File: src/rtl/rename_reg_file_mp_pkg.sv
// rtl/rename_reg_file_mp_pkg.sv - shared widths and defaults for the rename register file
package rename_reg_file_mp_pkg;

  localparam int RF_XLEN      = 32;
  localparam int RF_NUM_REGS  = 32;
  localparam int RF_ROB_IDX_W = 4;
  localparam int RF_NUM_RD    = 2;
  localparam int RF_NUM_CM    = 2;
  localparam int RF_REG_IDX_W = $clog2(RF_NUM_REGS);

  typedef logic [RF_REG_IDX_W-1:0] reg_idx_t;

  // Offset of port p's field inside a packed multi-port bus of width w per port.
  function automatic int port_lsb(input int p, input int w);
    return p * w;
  endfunction

endpackage

File: src/rtl/rename_reg_file_mp_rf_read_bypass.sv
// rtl/rename_reg_file_mp_rf_read_bypass.sv - per-read-port commit bypass and x0 forcing
module rf_read_bypass
  import rename_reg_file_mp_pkg::*;
#(
  parameter int XLEN      = RF_XLEN,
  parameter int RW        = RF_REG_IDX_W,
  parameter int ROB_IDX_W = RF_ROB_IDX_W,
  parameter int NUM_CM    = RF_NUM_CM
) (
  input  logic [RW-1:0]               q_addr,
  input  logic                        st_busy,
  input  logic [ROB_IDX_W-1:0]        st_tag,
  input  logic [XLEN-1:0]             st_val,
  input  logic [NUM_CM-1:0]           cm_en,
  input  logic [NUM_CM*RW-1:0]        cm_rd,
  input  logic [NUM_CM*ROB_IDX_W-1:0] cm_rob_idx,
  input  logic [NUM_CM*XLEN-1:0]      cm_val,
  output logic                        busy,
  output logic [ROB_IDX_W-1:0]        rob_idx,
  output logic [XLEN-1:0]             val
);

  logic            hit;
  logic [XLEN-1:0] hit_val;

  // Ascending scan so the youngest (highest-index) qualifying commit wins.
  always_comb begin
    hit     = 1'b0;
    hit_val = '0;
    for (int c = 0; c < NUM_CM; c++) begin
      if (cm_en[c] && st_busy && (q_addr != '0) &&
          (cm_rd[port_lsb(c, RW) +: RW] == q_addr) &&
          (cm_rob_idx[port_lsb(c, ROB_IDX_W) +: ROB_IDX_W] == st_tag)) begin
        hit     = 1'b1;
        hit_val = cm_val[port_lsb(c, XLEN) +: XLEN];
      end
    end
  end

  always_comb begin
    busy    = 1'b0;
    rob_idx = '0;
    val     = '0;
    if (q_addr == '0) begin
      busy    = 1'b0;
    end else if (hit) begin
      val     = hit_val;
    end else begin
      busy    = st_busy;
      rob_idx = st_busy ? st_tag : '0;
      val     = st_val;
    end
  end

endmodule

File: src/rtl/rename_reg_file_mp.sv
// rtl/rename_reg_file_mp.sv - multi-port register file with busy/ROB-tag rename tracking
module rename_reg_file_mp
  import rename_reg_file_mp_pkg::*;
#(
  parameter int XLEN      = RF_XLEN,
  parameter int NUM_REGS  = RF_NUM_REGS,
  parameter int ROB_IDX_W = RF_ROB_IDX_W,
  parameter int NUM_RD    = RF_NUM_RD,
  parameter int NUM_CM    = RF_NUM_CM,
  localparam int RW       = $clog2(NUM_REGS)
) (
  input  logic                        clk,
  input  logic                        rst_in,
  input  logic                        rdy_in,
  input  logic                        roll_back,
  input  logic                        iss_en,
  input  logic [RW-1:0]               iss_rd,
  input  logic [ROB_IDX_W-1:0]        iss_rob_idx,
  input  logic [NUM_RD*RW-1:0]        rd_addr,
  output logic [NUM_RD-1:0]           rd_busy,
  output logic [NUM_RD*ROB_IDX_W-1:0] rd_rob_idx,
  output logic [NUM_RD*XLEN-1:0]      rd_val,
  input  logic [NUM_CM-1:0]           cm_en,
  input  logic [NUM_CM*RW-1:0]        cm_rd,
  input  logic [NUM_CM*ROB_IDX_W-1:0] cm_rob_idx,
  input  logic [NUM_CM*XLEN-1:0]      cm_val
);

  logic [NUM_REGS-1:0]                 busy;
  logic [NUM_REGS-1:0][ROB_IDX_W-1:0]  tag;
  logic [NUM_REGS-1:0][XLEN-1:0]       value;
  logic [NUM_RD-1:0][RW-1:0]           q_addr;

  // Statement order sets priority: later commit ports override earlier ones,
  // and issue overrides any commit busy-clear on the same register.
  always_ff @(posedge clk or negedge rst_in) begin
    if (!rst_in) begin
      busy   <= '0;
      tag    <= '0;
      value  <= '0;
      q_addr <= '0;
    end else if (rdy_in) begin
      for (int p = 0; p < NUM_RD; p++) begin
        q_addr[p] <= rd_addr[port_lsb(p, RW) +: RW];
      end
      for (int c = 0; c < NUM_CM; c++) begin
        if (cm_en[c] && (cm_rd[port_lsb(c, RW) +: RW] != '0)) begin
          value[cm_rd[port_lsb(c, RW) +: RW]] <= cm_val[port_lsb(c, XLEN) +: XLEN];
          if (cm_rob_idx[port_lsb(c, ROB_IDX_W) +: ROB_IDX_W] ==
              tag[cm_rd[port_lsb(c, RW) +: RW]]) begin
            busy[cm_rd[port_lsb(c, RW) +: RW]] <= 1'b0;
          end
        end
      end
      if (roll_back) begin
        busy <= '0;
      end else if (iss_en && (iss_rd != '0)) begin
        busy[iss_rd] <= 1'b1;
        tag[iss_rd]  <= iss_rob_idx;
      end
    end
  end

  for (genvar p = 0; p < NUM_RD; p++) begin : g_rd
    rf_read_bypass #(
      .XLEN      (XLEN),
      .RW        (RW),
      .ROB_IDX_W (ROB_IDX_W),
      .NUM_CM    (NUM_CM)
    ) u_bypass (
      .q_addr     (q_addr[p]),
      .st_busy    (busy[q_addr[p]]),
      .st_tag     (tag[q_addr[p]]),
      .st_val     (value[q_addr[p]]),
      .cm_en      (cm_en),
      .cm_rd      (cm_rd),
      .cm_rob_idx (cm_rob_idx),
      .cm_val     (cm_val),
      .busy       (rd_busy[p]),
      .rob_idx    (rd_rob_idx[p*ROB_IDX_W +: ROB_IDX_W]),
      .val        (rd_val[p*XLEN +: XLEN])
    );
  end

endmodule
File: config.mk
export PLATFORM = sky130hd
export DESIGN_NAME = rename_reg_file_mp
export DESIGN_NICKNAME = d
export VERILOG_FILES = /design/src/rtl/rename_reg_file_mp_pkg.sv /design/src/rtl/rename_reg_file_mp_rf_read_bypass.sv /design/src/rtl/rename_reg_file_mp.sv
export SDC_FILE = /design/constraint.sdc
export NUM_CORES = 2
export LEC_CHECK = 0
export CORE_ASPECT_RATIO = 1.4
export CORE_MARGIN = 3
export CORE_UTILIZATION = 24
export DETAILED_ROUTE_END_ITERATION = 8
export PLACE_DENSITY_LB_ADDON = 0.25
export SKIP_CTS_REPAIR_TIMING = 1
export SYNTH_ARGS = -nofsm -noshare
export SYNTH_HDL_FRONTEND = slang
export SYNTH_HIERARCHICAL = 1
export SYNTH_SLANG_ARGS = --single-unit
File: constraint.sdc
create_clock -name clk -period 16.9 [get_ports clk]
set_input_delay 5.07 -clock clk [delete_from_list [all_inputs] [get_ports clk]]
set_output_delay 5.07 -clock clk [all_outputs]
set_load 0.01 [all_outputs]
## After elaboration in Yosys (flattened, before gate mapping)

Index checks and enable logic that the tools add are counted.

| word-level totals | value |
|---|---|
| bits in registers | 1,194 |
| output and inout port bits | 74 |
| word-level logic and storage cells | 185 |

| cells by class | value |
|---|---|
| $lt $le $gt $ge | 8 |
| equal/unequal tests | 10 |
| multiplexer cells | 64 |
| bitwise gates (word level) | 6 |
| reduce and logical (&&, ||, !) cells | 30 |

Operators by type and width:

| cell | count |
|---|---|
| 2-to-1 mux 1024 bit | 3 |
| bitwise mux 1024 bit | 2 |
| 2-to-1 mux 32 bit | 20 |
| binary-select mux 32 bit (select 5 bit) | 2 |
| demux 32 bit (select 5 bit) | 2 |
| bitwise mux 128 bit | 1 |
| binary-select mux 4 bit (select 5 bit) | 4 |
| AND 32 bit | 2 |
| NOT 32 bit | 2 |
| 2-to-1 mux 4 bit | 11 |
| bitwise OR 32 bit | 1 |
| < comparator 5 x 6 -> 1 bit (second input constant) | 5 |
| nonzero test 5 bit | 5 |
| equality test 4 bit | 6 |
| logical AND 1 bit | 22 |
| demux 4 bit (select 5 bit) | 1 |
| equality test 5 bit | 4 |
| demux 1 bit (select 5 bit) | 3 |
| greater-or-equal comparator 5 x 1 -> 1 bit (second input constant) | 3 |
| 2-to-1 mux 1 bit | 13 |
| binary-select mux 1 bit (select 5 bit) | 2 |
| zero test 5 bit | 2 |
| AND reduction 3 bit | 1 |
| NOT 1 bit | 1 |

## Depth between registers and ports, before layout

| logic depth | value |
|---|---|
| depth in word-level cells | 16 |
| gate-level depth with buffers | 13 |

## Modules after synthesis

The synthesis kept the hierarchy.

By module, submodules not included:

| module | times used | cells each | area each (sq um) | sequential area each (sq um) |
|---|---|---|---|---|
| rename_reg_file_mp | 1 | 6,719 | 72,450.7 | 29,878.7 |
| rf_read_bypass | 2 | 144 | 1,089.8 | 0.0 |

## Least setup slack after synthesis

No wires, ideal clock.

| timing path | value |
|---|---|
| path kind | input port to output port |
| start point | in cm_rd[3] |
| end point | out rd_val[10] |
| arrival | 6,593 ps |
| path slack | 5,237 ps |
| stages on the path | 7 |
| buffers on the path | 2 |
| path through | xnor2_1 nand4_1 or4_4 buf_12 buf_12 mux2i_1 a211oi_1 |

| between the ends | value |
|---|---|
| longest elaborated chain between the ends | 7 |

RTL lines:

| what | line | source |
|---|---|---|
| start, declared | rename_reg_file_mp.sv:24 | `input logic [NUM_CM*RW-1:0] cm_rd,` |
| equality test 5 bit * | rename_reg_file_mp_rf_read_bypass.sv:32 | `(cm_rd[port_lsb(c, RW) +: RW] == q_addr) &&` |
| logical AND 1 bit * | rename_reg_file_mp_rf_read_bypass.sv:31 | `if (cm_en[c] && st_busy && (q_addr != '0) &&` |
| logical AND 1 bit * | rename_reg_file_mp_rf_read_bypass.sv:32 |  |
| 2-to-1 mux 32 bit or 2-to-1 mux 1 bit (tied branches) (2 in a row) | rename_reg_file_mp_rf_read_bypass.sv:31 |  |
| 2-to-1 mux 32 bit * | rename_reg_file_mp_rf_read_bypass.sv:46 | `end else if (hit) begin` |
| 2-to-1 mux 32 bit * | rename_reg_file_mp_rf_read_bypass.sv:44 | `if (q_addr == '0) begin` |
| end, declared | rename_reg_file_mp.sv:22 | `output logic [NUM_RD*XLEN-1:0] rd_val,` |

Mark *: on every way between the ends. The rest lies on a longest branch, timed or not.

## Worst setup path in the final report

| timing path | value |
|---|---|
| start point | in cm_rd[7] |
| end point | out rd_val[31] |

| between the ends | value |
|---|---|
| longest elaborated chain between the ends | 6 |

RTL lines:

| what | line |
|---|---|
| equality test 5 bit * | rename_reg_file_mp_rf_read_bypass.sv:32 |
| logical AND 1 bit * | rename_reg_file_mp_rf_read_bypass.sv:31 |
| logical AND 1 bit * | rename_reg_file_mp_rf_read_bypass.sv:32 |
| 2-to-1 mux 32 bit or 2-to-1 mux 1 bit (tied branches) | rename_reg_file_mp_rf_read_bypass.sv:31 |
| 2-to-1 mux 32 bit * | rename_reg_file_mp_rf_read_bypass.sv:46 |
| 2-to-1 mux 32 bit * | rename_reg_file_mp_rf_read_bypass.sv:44 |

Marked as above.

==> summary.txt <==
Critical path
  • R2R depth: 8
  • WP data required: 11.83 ns
  • Nature of the critical path endpoint: primary output
  • Critical path startpoint category: input pin
  • CP max stage cell: nand4_1
  • CP Max Fanout: 49
  • R2r setup slk: 13.74 ns
  • Crit path from: cm_rd[7]
  • CP bufs+invs: 4
  • CP Cell Sequence: clkdlybuf4s50_1 > xor2_1 > nor4_1 > nand4_1 > buf_12 > a211oi_1 > buf_4 > clkdlybuf4s50_1
  • Reg-to-reg startpoint: tag[20]$_DFFE_PN0P_
  • WP data arrival: approximately 9.4 ns
  • Worst flop-to-flop path endpoint: busy[13]$_DFFE_PN0P_
  • Top Family by Delay on Critical Path: buffers and inverters
  • Worst path max stage delay: 1.05 ns
  • Kind of critical path: input pin to primary output
  • Worst path most repeated cell: clkdlybuf4s50_1

Power and ir drop
  • Leak: 0.0328 uW
  • Power, Total: 10400 uW
  • Power Dens Cells: roughly 120 nW/um^2
  • Worst VDD drop: 0.0867 mV

Placement
  • DP HPWL: 228 mm
  • Final RePlAce weighted congestion: 0.932
  • DP Worst Slack: around 2.6 ns
  • I/O Buffers: 181

Logic synthesis
  • Post-synth top flop: dfrtp_1
  • Mapped Cells: 7007
  • Synth warnings: 6
  • #FFs+latches synth: between 1000 and 1500
  • Post-synth EDFFs: 0
  • Post-Syn Nets: 7115
  • Top-count cell post-synth: dfrtp_1
  • Share of Yosys cell area claimed by the top area cell type: 0.400
  • Top cells by instance count after synthesis: dfrtp_1, nor2_1, a21oi_1, o22ai_1, mux4_2
  • Syn Area/Cell: 10.7 sq um
  • Yosys cell types: 65
  • Cell taking the most area after synthesis: dfrtp_1
  • Async set-or-reset flop fraction in the synthesized netlist: 1.00
  • Register area share after synthesis: 0.400
  • Synth top area cells: dfrtp_1, mux4_2, o22ai_1, a21oi_1, nor2_1
  • Mapped Area: 74600 sq um

Floorplan
  • Die Ht: 666 um
  • Starting Density: 0.242
  • Die Area: 318000 sq um
  • I/O pins: 182
  • Num rows: 241
  • Core area: a little over 300000 sq um
  • Die X: 477 um

Cells and area
  • # fillers: 32200
  • # nets final: 6802
  • Share of post-route cells with drive strength above 1: 0.229
  • Layout area overhead: 14.6%

Timing
  • Post-route minimum period: roughly 15 ns
  • Post-route setup TNS: 0 ns
  • Fin crit share: 0.858
  • Worst-Margin Slew: 1.40 ns
  • Setup WS post-layout: 2.39 ns
  • RSZ-0062 raised after global routing: false
  • Max Transition Viols Final: 0
  • Rel. slew slack: 0.0591
  • Fmax: 68.9 MHz
  • Clock Skew: 0.0248 ns
  • Final-report hold violation count: 0
  • Final setup violation count: 0

Routing
  • Wire per inst: 37.4 um
  • Final WL: 410 mm
  • DR pass1 iterations: 6
  • DRT iter0 DRCs: approximately 11000
  • Drt drc: 0
  • Post-detailed-route count of antenna-violating nets: 0
  • Via density: about 6.2
  • DR vias: about 68000

Global route
  • M1 GR Usage: 0.307
  • GR peak layer: met2
  • Largest net degree at the start of global routing: between 150 and 200
  • Met2 usage: 0.372
  • Gr usage total: 0.249
  • Antenna violations before repair: 38
  • Overflow after GRT: 0
  • Global-route wire length before repair: 560 mm
  • Met3 Usage GRT: 0.0853
  • Vias in the first global route: around 66000

Clock tree
  • CTS sink cnt: approximately 1200
  • TritonCTS clock tree: yes
  • Reg clk slew, reported paths: about 0.06 ns
  • Root Buffer: clkbuf_16
  • Clock Latency Late Sink: between 0.8 and 0.9 ns
  • Max Root-Sink Buffers: 3
  • Inserted Clock Buffers: 149
  • H-tree levels: 4

Worst hold path
  • Hold Path End: value[22]$_DFFE_PN0P_
  • Worst hold start: value[22]$_DFFE_PN0P_
  • Hold Crit Depth: 0
  • Min-Delay Path Class: flop to flop

Run status
  • Status: completed

Job
  • Max-cap violations: 0
## per-layer routing
metal | up-vias | wire (um) | share of wire
met5 | - | 133 | 0.00032
met4 | 20 | 29200 | 0.071
met3 | 1395 | 49900 | 0.12
met2 | 5544 | 180000 | 0.44
met1 | 35200 | 151000 | 0.37
li1 | 26100 | - | -
## worst register-to-register path: cells and delay by family, from the launching register on
kind | cells | cell delay [ns]
buf+inv | 1 | 0.27
flops | 1 | 0.44
simple gates | 2 | 0.64
compound gates | 4 | 1.25
mux | 1 | 0.40
## through the flow
stage	hold slack (ns)	util	instances	cell area, sq um
finish	0.397	0.277	11000	85600
detailed placement	0.383	0.261	10700	80700
global route	0.406	0.277	10900	85500
floorplan	0.441	-	7007	74600
CTS	0.396	0.277	10900	85500
global placement	0.376	0.261	10700	80700
## placed cells by master, fill, tap and decap left out, types with 20 or more instances in the layout
| cell type | count |
|---|---|
| nand3_1 | 30 |
| mux2i_1 | 302 |
| diode_2 | 24 |
| nor4_1 | 24 |
| a21oi_4 | 21 |
| nand2_1 | 316 |
| o22ai_1 | 814 |
| xnor2_1 | 20 |
| clkbuf_8 | 32 |
| clkbuf_1 | 45 |
| inv_1 | 25 |
| clkbuf_16 | 153 |
| nor3_1 | 31 |
| a21oi_1 | 823 |
| nor2_1 | 915 |
| mux4_2 | 750 |
| a211oi_1 | 66 |
| clkdlybuf4s50_1 | 175 |
| o21ai_0 | 246 |
| buf_4 | 225 |
| dfrtp_1 | 1184 |
| a22o_1 | 49 |
| mux2_2 | 210 |
## cells by family after synthesis
kind of cell,Yosys count,synth area share
AND/OR/NAND/NOR,1505,0.0851
flip-flops,1194,0.400
XOR/XNOR,36,0.00422
multiplexers,1262,0.299
buffers and inverters,912,0.0496
AO/OA/AOI/OAI,2098,0.162
## cell type report
cell class                      instances  area (sq um)  area share
Inverter                               26           103     0.00120
Clock buffer                          230          4440      0.0519
Tap cell                             4131          5170      0.0604
Clock inverter                         35           352     0.00411
Timing Repair Buffer                  422          3850      0.0450
Sequential cell                      1194         29900       0.350
Multi-Input combinational cell       4901         41700       0.487
Antenna cell                           24          60.1    0.000702
## worst max path at each step
stage          depth (start not counted)         end
3_5_place_dp                           8  rd_val[31]
5_1_grt                                8  rd_val[31]
2_1_floorplan                          7  rd_val[10]
3_3_place_gp                           8  rd_val[31]
4_1_cts                                8  rd_val[31]
6_report                               8  rd_val[31]
## power breakdown
part	internal [uW]	leakage, uW	switching (uW)	total (uW)
Clock	1850	0.00235	1400	3260
Sequential	3510	0.0149	571	4080
Combinational	1550	0.0155	1530	3080
## state kept, by name, summed over array words and instances, names as in the netlist
| register | count |
|---|---|
| q_addr | 10 |
| value | 1024 |
| tag | 128 |
| busy | 32 |
(Power assumes the default switching activity.)
